[src/rtl/round_controller.sv]
// round_controller: memory-game round sequencer.
// Per round it loads an N-entry LED pattern from an external generator,
// shows it step by step, then scores the player's button presses against
// it. A game is ROUNDS rounds; the score accumulates across rounds.
// Optional build macro: ROUND_TIMEOUT_EN (an idle player ends the round
// after TIMEOUT_TICKS cycles with no press).
//
// Pattern handshake: pat_req is high for the whole LOAD state; every cycle
// with pat_ack high transfers pat_value as the next entry. pat_req drops
// the cycle after the N-th ack.
module round_controller #(
  parameter int ROUNDS        = 5,
  parameter int SHOW_TICKS    = 50,
  parameter int GAP_TICKS     = 25,
  parameter int TIMEOUT_TICKS = 1000
) (
  input  logic       clk,
  input  logic       rst,
  input  logic       start,
  input  logic [2:0] level,
  input  logic [7:0] button,
  output logic       pat_req,
  input  logic       pat_ack,
  input  logic [2:0] pat_value,
  output logic [7:0] led,
  output logic [7:0] score,
  output logic [3:0] round_cnt,
  output logic       busy,
  output logic       game_over,
  output logic [2:0] dbg_state
);

  typedef enum logic [2:0] {
    IDLE     = 3'd0,
    LOAD     = 3'd1,
    SHOW_ON  = 3'd2,
    SHOW_OFF = 3'd3,
    INPUT    = 3'd4,
    SCORE    = 3'd5,
    GAP      = 3'd6,
    DONE     = 3'd7
  } state_t;

  // One shared tick counter times SHOW_ON, SHOW_OFF, GAP and the idle timeout.
  localparam int SG_MAX   = (SHOW_TICKS > GAP_TICKS) ? SHOW_TICKS : GAP_TICKS;
  localparam int TICK_MAX = (SG_MAX > TIMEOUT_TICKS) ? SG_MAX : TIMEOUT_TICKS;
  localparam int TW       = $clog2(TICK_MAX + 1);

  state_t        state_q, state_n;
  logic [TW-1:0] tick_q;
  logic [2:0]    level_q;
  logic [2:0]    pat_buf [8];
  logic [2:0]    idx_q;    // next LOAD slot
  logic [2:0]    step_q;   // pattern step being shown
  logic [2:0]    k_q;      // next pattern entry the player must match
  logic [3:0]    hits_q;
  logic [7:0]    score_q;
  logic [3:0]    round_cnt_q;

  logic       level_ok;
  logic       start_ok;
  logic [2:0] last_idx;
  logic       last_load;
  logic       show_done;
  logic       gap_done;
  logic       press;
  logic       hit;
  logic       last_entry;
  logic       timeout;
  logic [8:0] score_sum;
  logic [7:0] led_c;

  assign level_ok  = (level == 3'b001) || (level == 3'b010) || (level == 3'b100);
  assign start_ok  = start && level_ok && ((state_q == IDLE) || (state_q == DONE));

  // Last valid index N-1 for the latched difficulty (N = 3, 5, 8).
  always_comb begin
    last_idx = 3'd2;
    case (level_q)
      3'b010:  last_idx = 3'd4;
      3'b100:  last_idx = 3'd7;
      default: last_idx = 3'd2;
    endcase
  end

  assign last_load  = pat_ack && (idx_q == last_idx);
  assign show_done  = (tick_q == TW'(SHOW_TICKS - 1));
  assign gap_done   = (tick_q == TW'(GAP_TICKS - 1));
  assign press      = |button;
  assign hit        = (button == (8'd1 << pat_buf[k_q]));
  assign last_entry = press && (k_q == last_idx);
  assign score_sum  = {1'b0, score_q} + {5'b0, hits_q};

`ifdef ROUND_TIMEOUT_EN
  assign timeout = !press && (tick_q == TW'(TIMEOUT_TICKS - 1));
`else
  assign timeout = 1'b0;
`endif

  // State register.
  always_ff @(posedge clk) begin
    if (!rst) state_q <= IDLE;
    else      state_q <= state_n;
  end

  // Next-state decode and LED drive.
  always_comb begin
    state_n = state_q;
    led_c   = 8'h00;
    case (state_q)
      IDLE: begin
        if (start_ok) state_n = LOAD;
      end
      LOAD: begin
        if (last_load) state_n = SHOW_ON;
      end
      SHOW_ON: begin
        led_c = 8'd1 << pat_buf[step_q];
        if (show_done) state_n = SHOW_OFF;
      end
      SHOW_OFF: begin
        if (gap_done) state_n = (step_q == last_idx) ? INPUT : SHOW_ON;
      end
      INPUT: begin
        led_c = button;
        if (last_entry || timeout) state_n = SCORE;
      end
      SCORE: begin
        state_n = GAP;
      end
      GAP: begin
        if (gap_done) state_n = (round_cnt_q == 4'(ROUNDS)) ? DONE : LOAD;
      end
      DONE: begin
        led_c = 8'hFF;
        if (start_ok) state_n = LOAD;
      end
      default: state_n = IDLE;
    endcase
  end

  // Tick counter: restarts on every state change; in INPUT it counts idle cycles.
  always_ff @(posedge clk) begin
    if (!rst) begin
      tick_q <= '0;
    end else if (state_n != state_q) begin
      tick_q <= '0;
    end else begin
      case (state_q)
        SHOW_ON, SHOW_OFF, GAP: tick_q <= tick_q + 1'b1;
`ifdef ROUND_TIMEOUT_EN
        INPUT: tick_q <= press ? '0 : tick_q + 1'b1;
`endif
        default: tick_q <= tick_q;
      endcase
    end
  end

  // Game datapath: level latch, pattern buffer, step/entry indices, hits, score.
  always_ff @(posedge clk) begin
    if (!rst) begin
      level_q     <= 3'b001;
      idx_q       <= '0;
      step_q      <= '0;
      k_q         <= '0;
      hits_q      <= '0;
      score_q     <= '0;
      round_cnt_q <= '0;
      for (int i = 0; i < 8; i++) pat_buf[i] <= '0;
    end else begin
      if (start_ok) begin
        level_q     <= level;
        score_q     <= '0;
        round_cnt_q <= '0;
      end
      if (state_q == LOAD && pat_ack) begin
        pat_buf[idx_q] <= pat_value;
        idx_q          <= last_load ? 3'd0 : idx_q + 3'd1;
        if (last_load) begin
          step_q <= '0;
          k_q    <= '0;
          hits_q <= '0;
        end
      end
      if (state_q == SHOW_OFF && gap_done && step_q != last_idx) begin
        step_q <= step_q + 3'd1;
      end
      if (state_q == INPUT && press) begin
        k_q    <= last_entry ? 3'd0 : k_q + 3'd1;
        hits_q <= hits_q + {3'b0, hit};
      end
      if (state_q == SCORE) begin
        score_q     <= score_sum[8] ? 8'hFF : score_sum[7:0];
        round_cnt_q <= round_cnt_q + 4'd1;
        k_q         <= '0;
        hits_q      <= '0;
        step_q      <= '0;
      end
    end
  end

  assign pat_req   = (state_q == LOAD);
  assign led       = led_c;
  assign score     = score_q;
  assign round_cnt = round_cnt_q;
  assign busy      = (state_q != IDLE) && (state_q != DONE);
  assign game_over = (state_q == DONE);
  assign dbg_state = state_q;

endmodule
[config.mk]
export PLATFORM = sky130hd
export DESIGN_NAME = round_controller
export DESIGN_NICKNAME = d
export VERILOG_FILES = /design/src/rtl/round_controller.sv
export SDC_FILE = /design/constraint.sdc
export NUM_CORES = 1
export LEC_CHECK = 0
export ABC_AREA = 1
export ABC_CLOCK_PERIOD_IN_PS = 4700
export CAP_MARGIN = 10
export CORE_MARGIN = 1
export CORE_UTILIZATION = 60
export DETAILED_ROUTE_END_ITERATION = 12
export HOLD_SLACK_MARGIN = 0.1
export PLACE_DENSITY = 0.91
export SYNTH_ARGS = -nofsm -noshare
export SYNTH_HDL_FRONTEND = slang
export SYNTH_SLANG_ARGS = --single-unit
[constraint.sdc]
create_clock -name clk -period 4.7 [get_ports clk]
set_clock_uncertainty 0.2 [all_clocks]
set_input_delay 0.705 -clock clk [delete_from_list [all_inputs] [get_ports clk]]
set_output_delay 0.705 -clock clk [all_outputs]
set_load 0.02 [all_outputs]
==> out/qor.csv <==
stage;metric;value;unit
timing;slew_violations;0;
global_routing;grt_max_degree;26;
floorplan;start_util;61.9;%
timing;worst_pin_slew;0.768;ns
placement;numPortBuffers;43;
logic_synthesis;syn_area_per_cell;6.99;sq um
timing;max_freq;0.281;GHz
worst_setup_path;cp.required;3.80;ns
timing;setup_tns;0;ns
detailed_routing;firstDrtPassIters;7;
logic_synthesis;synth-main-ff-cell;dfxtp_1;
floorplan;ios;44;
logic_synthesis;ys_seq_elements;71;
logic_synthesis;ys_seq_area_share;37.2;%
power;clockPowerShare;39.1;%
power;power.leakage;2.21;nW
logic_synthesis;async_reset_ff_share;0;%
worst_setup_path;cp_cell_sequence;inv_1 -> a21oi_1 -> o21ai_0 -> nand2_1 -> inv_1 -> o21ai_0 -> nand2_1 -> o221ai_1 -> clkdlybuf4s50_1;
power;ir_drop;0.180;mV
placement;dp_hpwl;8420;um
timing;finalSetupViolations;0;
final_layout;stdcell_count;788;
power;power.switching;0.330;mW
global_routing;antenna_found_initial;0;
timing;min_period;3.55;ns
power;p_per_area;243;nW/um^2
power;sw_frac_of_total;26.2;%
worst_setup_path;cpPeakStageDelay;0.63;ns
final_layout;nets;717;
worst_hold_path;hold_class;register to register;
logic_synthesis;synth_warnings;0;
worst_setup_path;critPathCapture;led[3];
floorplan;rows;31;
floorplan;dieHeight;88.3;um
final_layout;final_area;5180;sq um
detailed_routing;drc_errors;0;
global_routing;gr-total-overflow;0;
final_layout;register_area;1660;sq um
placement;placed_cell_area;4980;sq um
worst_setup_path;critPathArrivalTime;2.65;ns
power;p_int;0.931;mW
detailed_routing;drtIter0Drc;320;
worst_setup_path;rrSetupSlack;1.78;ns
worst_setup_path;critPathCaptureType;output pin;
worst_setup_path;crit_type;register to output pin;
final_layout;syn_to_final_growth;15.8;%
global_routing;grt_pass1_wl;17700;um
clocking;cts-root-buf;clkbuf_8;
logic_synthesis;synth_edf_count;24;
job;maxCapViolations;0;
final_layout;antenna_cells;0;
global_routing;grt_usage;29.7;%
clocking;clock_latency;0.36;ns
timing;period_share;75.6;%
power;combPwrFrac;9.0;%
global_routing;grt_pass1_vias;3965;
timing;maxSlewHeadroom;48.6;%
worst_setup_path;worst-path-max-fanout;16;
final_layout;post-route-util;71.8;%
logic_synthesis;synth_nets;672;
clocking;cts_buffers;9;
worst_setup_path;path_depth;9;
worst_setup_path;path_delay_family;buffers and inverters;
worst_setup_path;r2r_cells;16;
final_layout;drive_gt1_share;8.56;%
detailed_routing;via_count;4417;
detailed_routing;ant_nets;0;
floorplan;die_area;7800;sq um
final_layout;multi_input_area;2390;sq um
timing;hold_ws;0.283;ns
placement;placed_cells;772;
timing;hold_viol;0;
clocking;clk_path_buf_depth;2;
worst_setup_path;crit_buf_inv;3;
worst_setup_path;critPathLaunchType;register;
timing;rsz0062_at_grt;no;
clocking;htree_levels;3;
logic_synthesis;synth_cell_types;41;
clocking;cts.clk_slew.worst_paths;0.08;ns
logic_synthesis;syn_area;4470;sq um
clocking;cts_tree;built;
placement;gp_congestion;0.961;
clocking;holdBufCountCts;0;
detailed_routing;route.detailed.wl_per_inst;14.3;um
floorplan;coreArea;7210;sq um
clocking;cts_sinks;71;
clocking;ctsResizeCount;0;
worst_setup_path;crit_slowest_cell;clkdlybuf4s50_1;
floorplan;die_w;88.3;um
clocking;cts_setup_buffers;0;
detailed_routing;vias_per_cell;5.61;
worst_setup_path;r2r-end;hits_q[3];
detailed_routing;wl;11300;um
worst_hold_path;hold_path_depth;2;
placement;dp_slack;1.55;ns
power;total_power;1.26;mW
final_layout;nFillCells;571;
run_status;status;completed;
power;seqPwrFrac;51.9;%
timing;setup_ws;1.15;ns
logic_synthesis;synthCells;639;
## placed cells by master (no fill, tap or decap), types with 3 or more instances in the layout
| master | count |
|---|---|
| nand2_1 | 158 |
| inv_1 | 90 |
| nor2_1 | 63 |
| nand3_1 | 60 |
| dfxtp_1 | 47 |
| clkdlybuf4s50_1 | 43 |
| a21oi_1 | 41 |
| o21ai_0 | 37 |
| edfxtp_1 | 24 |
| nor2_2 | 16 |
| ha_1 | 14 |
| xor2_1 | 13 |
| nand2_2 | 9 |
| clkbuf_8 | 9 |
| inv_2 | 6 |
| nand3_2 | 6 |
| o211ai_1 | 5 |
| nand4_1 | 5 |
| o221ai_1 | 4 |
| nor3_1 | 4 |
| nand3b_1 | 3 |
| o21bai_1 | 3 |
| clkinv_4 | 3 |
## synth_stat cells, types with 2 or more instances
cell,instances,area (sq um)
nand2_1,158,593
inv_1,90,338
nor2_1,63,236
nand3_1,60,300
dfxtp_1,47,941
a21oi_1,41,205
o21ai_0,37,185
edfxtp_1,24,721
nor2_2,16,100
ha_1,14,175
xor2_1,13,114
nand2_2,9,56.3
inv_2,6,22.5
nand3_2,6,60.1
clkbuf_1,5,18.8
nand4_1,5,31.3
o211ai_1,5,37.5
nor3_1,4,20.0
o221ai_1,4,35.0
buf_2,3,15.0
nand3b_1,3,22.5
o21bai_1,3,22.5
a21boi_0,2,15.0
nor2_4,2,22.5
o211a_1,2,20.0
xnor2_1,2,17.5
## power groups by stage
stage	sequential [mW]	combinational, mW	clock, mW
floorplan	0.665	0.0697	0
global placement	0.667	0.106	0
detailed placement	0.668	0.110	0
CTS	0.654	0.112	0.497
global route	0.655	0.124	0.519
finish	0.654	0.113	0.493
## worst min path at each step
| stage | from | to | slack, ns |
|---|---|---|---|
| 5_1_grt | hits_q[0] | hits_q[0] | 0.32 |
| 2_1_floorplan | hits_q[0] | hits_q[0] | 0.26 |
| 3_5_place_dp | round_cnt[3] | round_cnt[3] | 0.27 |
| 4_1_cts | round_cnt[3] | round_cnt[3] | 0.29 |
| 3_3_place_gp | round_cnt[3] | round_cnt[3] | 0.27 |
| 6_report | round_cnt[3] | round_cnt[3] | 0.28 |
## kinds of logic after synthesis
logic type / share of synthesized area (%)
AND/OR/NAND/NOR: 33.2
XOR/XNOR: 2.94
flip-flops: 37.2
buffers and inverters: 9.32
AO/OA/AOI/OAI: 13.0
adder cells (fa/ha/maj): 4.37
## worst reg2reg max path, delay by kind of cell (launching register included)
family                     cells  cell delay (ns)
and+or+nand+nor               11             1.19
DFF                            1             0.67
adders and majority gates      1             0.19
buffers and inverters          1             0.18
AOI/OAI and AO/OA              3             0.44
## flip-flops by register name (all words and copies together), names as in the netlist, named ones only
signal     count
step_q         3
hits_q         4
idx_q          3
score          8
k_q            3
level_q        3
pat_buf       24
tick_q        10
round_cnt      4
dbg_state      3
## layout make-up
type | instances | share of cell area (%)
multi-input combinational | 461 | 46.2
sequential | 71 | 32.1
timing repair buffer | 44 | 8.46
inverter | 97 | 7.03
clock buffer | 10 | 2.46
tap | 99 | 2.39
clock inverter | 6 | 1.38
## per-layer routing
layer,GRT usage [%],wire (um),up-vias
met5,0,0,-
met4,13.0,290,0
met3,6.53,690,31
met2,51.4,5580,193
met1,35.4,4730,2033
li1,-,-,2160
Note: power is estimated with default switching activity, not from simulation.
